===== src/rtl/output_drain_control.sv =====
// output_drain_control: captures a systolic-array result vector into a shadow register and
// writes it filter-major, one element per cycle, into the output RAM.
// Optional build macro OUTPUT_DRAIN_RELU_EN writes negative elements as zero.
module output_drain_control #(
    parameter int data_size     = 16,
    parameter int array_size    = 9,
    parameter int dim_data_size = 16,
    parameter int addr_width    = 14
) (
    input  logic                                       clk,
    input  logic                                       reset,
    input  logic                                       enable,
    input  logic                                       start,
    input  logic [addr_width-1:0]                      initial_address,
    input  logic [dim_data_size-1:0]                   out_rows,
    input  logic [dim_data_size-1:0]                   number_filters,
    input  logic [data_size*array_size*array_size-1:0] result_in,
    output logic                                       ram_we,
    output logic [addr_width-1:0]                      ram_addr,
    output logic [data_size-1:0]                       ram_din,
    output logic                                       busy,
    output logic                                       done,
    output logic [1:0]                                 state_dbg
);
    localparam int n_elems = array_size * array_size;
    localparam int idx_w   = (n_elems > 1) ? $clog2(n_elems) : 1;
    localparam int wide_w  = addr_width + dim_data_size;
    localparam logic [dim_data_size-1:0] array_dim = dim_data_size'(array_size);

    typedef enum logic [1:0] {
        IDLE   = 2'd0,
        LOAD   = 2'd1,
        WRITE  = 2'd2,
        FINISH = 2'd3
    } state_t;

    state_t state, state_next;

    logic [data_size-1:0]     shadow [n_elems];
    logic [addr_width-1:0]    base;
    logic [dim_data_size-1:0] rows_eff, cols_eff, r_cnt, c_cnt;
    logic [dim_data_size-1:0] rows_clamp, cols_clamp;
    logic [idx_w-1:0]         elem_idx;
    logic [data_size-1:0]     elem, elem_out;
    logic [wide_w-1:0]        addr_wide;
    logic                     row_wrap, last_elem;

    assign rows_clamp = (out_rows > array_dim) ? array_dim : out_rows;
    assign cols_clamp = (number_filters > array_dim) ? array_dim : number_filters;
    assign row_wrap   = (r_cnt == rows_eff - 1'b1);
    assign last_elem  = row_wrap && (c_cnt == cols_eff - 1'b1);
    assign elem_idx   = idx_w'(r_cnt * array_dim + c_cnt);
    assign elem       = shadow[elem_idx];
    // Computed wide so base + offset never overflows before the final truncation.
    assign addr_wide  = wide_w'(base) + wide_w'(c_cnt) * wide_w'(rows_eff) + wide_w'(r_cnt);
    assign state_dbg  = state;

`ifdef OUTPUT_DRAIN_RELU_EN
    assign elem_out = elem[data_size-1] ? '0 : elem;
`else
    assign elem_out = elem;
`endif

    always_ff @(posedge clk) begin
        if (!reset) begin
            state <= IDLE;
        end else if (enable) begin
            state <= state_next;
        end
    end

    always_comb begin
        state_next = state;
        case (state)
            IDLE:    if (start) state_next = LOAD;
            LOAD:    state_next = (rows_clamp == '0 || cols_clamp == '0) ? FINISH : WRITE;
            WRITE:   if (last_elem) state_next = FINISH;
            FINISH:  state_next = IDLE;
            default: state_next = IDLE;
        endcase
    end

    always_ff @(posedge clk) begin
        if (!reset) begin
            ram_we   <= 1'b0;
            ram_addr <= '0;
            ram_din  <= '0;
            busy     <= 1'b0;
            done     <= 1'b0;
            base     <= '0;
            rows_eff <= '0;
            cols_eff <= '0;
            r_cnt    <= '0;
            c_cnt    <= '0;
            for (int i = 0; i < n_elems; i++) shadow[i] <= '0;
        end else if (!enable) begin
            ram_we <= 1'b0;
        end else begin
            ram_we <= 1'b0;
            case (state)
                IDLE: begin
                    if (start) begin
                        for (int i = 0; i < n_elems; i++)
                            shadow[i] <= result_in[i*data_size +: data_size];
                        base <= initial_address;
                        busy <= 1'b1;
                        done <= 1'b0;
                    end
                end
                LOAD: begin
                    rows_eff <= rows_clamp;
                    cols_eff <= cols_clamp;
                    r_cnt    <= '0;
                    c_cnt    <= '0;
                end
                WRITE: begin
                    ram_we   <= 1'b1;
                    ram_addr <= addr_wide[addr_width-1:0];
                    ram_din  <= elem_out;
                    if (row_wrap) begin
                        r_cnt <= '0;
                        c_cnt <= c_cnt + 1'b1;
                    end else begin
                        r_cnt <= r_cnt + 1'b1;
                    end
                end
                FINISH: begin
                    busy <= 1'b0;
                    done <= 1'b1;
                end
                default: ;
            endcase
        end
    end
endmodule


===== config.mk =====
export PLATFORM = sky130hd
export DESIGN_NAME = output_drain_control
export DESIGN_NICKNAME = d
export VERILOG_FILES = /design/src/rtl/output_drain_control.sv
export SDC_FILE = /design/constraint.sdc
export NUM_CORES = 2
export LEC_CHECK = 0
export CAP_MARGIN = 20
export CORE_AREA = 2 2 543 545
export CTS_CLUSTER_DIAMETER = 40
export DETAILED_ROUTE_END_ITERATION = 8
export DIE_AREA = 0 0 545 547
export GPL_TIMING_DRIVEN = 0
export PLACE_DENSITY = 0.41
export SLEW_MARGIN = 20
export SYNTH_ARGS = -nofsm -noshare
export SYNTH_HDL_FRONTEND = slang
export SYNTH_SLANG_ARGS = --single-unit

===== constraint.sdc =====
create_clock -name clk -period 32.9 [get_ports clk]
set_input_delay 4.935 -clock clk [delete_from_list [all_inputs] [get_ports clk]]
set_output_delay 4.935 -clock clk [all_outputs]
set_load 0.01 [all_outputs]

==> impl_metrics.yaml <==
place:
  dpl-instance-area_um2: 86900
  portBuffers: 1379
  dpl.hpwl_mm: 277
  gp_congestion: 0.875
clock_network:
  clock-sinks: 1409
  post_cts_buffers: 0
  cts_buffer_depth: 4
  cts_tree: "yes"
  clkLatencyLatePin_ns: 0.87
  ctsResizeCount: 0
  root_buffer: "clkbuf_16"
  cts.clk_slew.worst_paths_ns: 0.05
  htree_num_levels: 5
  numCtsBuffers: 296
  post_cts_hold_buffer_count: 0
setup_path:
  worstPathArrival_ns: 8.91
  critPathRequiredTime_ns: 33.39
  endpoint_kind: "register"
  worstSetupPathType: "in -> reg"
  critPathLaunchType: "primary input"
  worstPathMaxFanout: 108
timing:
  clock.fmax_mhz: 119
  finalSetupViolCount: 0
  drv_slew: 0
  maxSlewHeadroom_pct: 24.1
  fin_crit_ns: 8.43
  fin_crit_sh_pct: 25.6
  rsz0062_at_grt: "no"
  skew_ns: 0.0695
  worst_pin_slew_ns: 1.14
  setup_tns_ns: 0
  whs_ns: 0.451
  final-hold-violation-count: 0
yosys:
  yosysWarnings: 0
  netlist_instances: 4444
  async_flop_share_pct: 0
  ys_types: 66
  synth_nets: 5939
  ys_ff_latch: 1409
  ys_dominant_reg_cell: "edfxtp_1"
  ys_top_cells_by_count: "and2_1 (1,350), edfxtp_1 (1,296), mux4_2 (416)"
  yosysMostFrequentCell: "and2_1"
  syn_area_um2: 67400
  synth_seq_area_share_pct: 61.1
  netlist.area_leader.share_pct: 57.7
  synth-edff-count: 1296
  synth_area_leaders: "edfxtp_1 (58%), mux4_2 (14%), and2_1 (13%)"
  synth_area_leader_cell: "edfxtp_1"
  synth.avg_cell_area_um2: 15.2
hold_path:
  hold_path_class: "reg -> reg"
drt:
  route.detailed.drc: 0
  drt-pass1-iter-count: 7
  vias: 45981
  postRouteAntennaNets: 0
  routed_wl_mm: 338
  wire_per_inst_um: 32.6
  viasPerCell: 4.43
  first_iter_violations: 3524
run_status:
  status: "complete, no violations"
floorplanning:
  fp.coreArea_um2: 293000
  die-width_um: 545
  die-area_um2: 298000
  die_h_um: 547
  io_pins: 1381
  fp-row-count: 199
  start_util_pct: 23.0
global_routing:
  grt_usage_pct: 22.2
  grt_pass1_vias: 48533
  grt_overflow_total: 0
  grt_max_degree: 109
  grt_pass1_wl_mm: 441
  antenna_found_initial: 232
pwr:
  clkPwrFrac_pct: 51.7
  ir_worst_vdd_uv: 40.3
  p_int_mw: 4.39
  p_switching_mw: 1.46
  leakage_nw: 35.3
  switching_share_pct: 25.0
  p_seq_share_pct: 36.9
  total_power_mw: 5.85
  cellPowerDensity_nw_per_um2: 60.2
  power_frac_comb_pct: 11.4
cells_and_area:
  post-route-cell-area_um2: 97100
  num-nets-final: 7643
  area_growth_pct: 44.2
  layout-drive-gt1-share_pct: 15.9
run:
  maxCapViolations: 0
[power groups by stage]
stage	sequential (mW)	combinational (mW)	clock (mW)
3_3_place_gp	2.40	0.672	0
5_1_grt	2.17	0.710	3.16
6_report	2.16	0.668	3.03
4_1_cts	2.16	0.691	3.08
2_1_floorplan	2.31	0.280	0
3_5_place_dp	2.19	0.688	0
[worst max-delay path: stages]
cell	delay, ns
clkdlybuf4s50_1	0.49
clkbuf_1	0.43
and2_1	0.40
inv_8	0.09
buf_16	0.39
buf_16	0.42
buf_16	0.41
buf_16	0.42
buf_16	0.44
[layout make-up]
class	instances	area, um2
Multi-Input combinational cell	2554	24400
Fill cell	28946	195000
Tap cell	3919	4900
Clock inverter	205	2290
Clock buffer	338	7770
Sequential cell	1409	41200
Antenna cell	78	195
Buffer	304	1240
Inverter	177	672
Timing Repair Buffer	1406	14500
[final timing paths]
| path | startpoint | end | slack (ns) | depth (start not counted) |
|---|---|---|---|---|
| min reg2reg | ram_addr[7] | ram_addr[7] | 0.45 | 2 |
| max | reset | shadow[26][3] | 24.47 | 9 |
| max reg2reg | c_cnt[1] | ram_din[9] | 25.65 | 12 |
| min | ram_addr[7] | ram_addr[7] | 0.45 | 2 |
[state kept, by name, summed over array words and instances, names as in the netlist]
register and flops:
ram_din 16, c_cnt 16, rows_eff 16, done 1, ram_addr 14, busy 1, base 14, r_cnt 16
ram_we 1, state_dbg 2, cols_eff 16, shadow 1296
[routing by layer]
metal	GRT usage, %	part of all wire [%]	vias up
li1	-	-	19893
met1	26.2	39	23492
met2	39.7	52	1834
met3	5.44	6.5	644
met4	5.95	2.7	118
met5	0	0.22	-
[stage by stage]
stage | instances | utilization [%] | setup WS (ns)
3_5_place_dp | 9768 | 29.7 | 23.64
6_report | 10390 | 33.2 | 24.47
5_1_grt | 10341 | 33.2 | 24.30
4_1_cts | 10311 | 33.1 | 24.55
2_1_floorplan | 4444 | - | 0.721
3_3_place_gp | 9742 | 29.4 | -12.84
[cells in the final DEF (no fill, tap or decap), types with 26 or more instances in the layout]
cell type        count
clkdlybuf4s50_1   1379
and2_1            1350
edfxtp_1          1296
mux4_2             416
clkbuf_16          304
clkbuf_1           267
inv_1              175
dfxtp_1            113
nand2_1            106
fa_1                83
diode_2             78
nor2_1              67
xnor2_1             66
ha_1                66
clkinv_2            45
clkinv_1            43
a21oi_1             42
buf_2               36
and3_1              33
nand3_1             31
bufinv_16           30
xor2_1              26
nor3_1              26
clkinv_4            26
clkinvlp_4          26
[cell families (layout without fill, tap and decap cells)]
logic type	count (synthesis)	in the layout	synth area share, %
mux	441	441	14.3
fa+ha+maj	149	149	3.69
other cells	0	78	0
compound gates	160	160	1.64
buf+inv	481	2430	2.78
xor+xnor	96	96	1.27
simple gates	1708	1708	15.2
flops	1409	1409	61.1
Note: power is estimated with default switching activity, not from simulation.
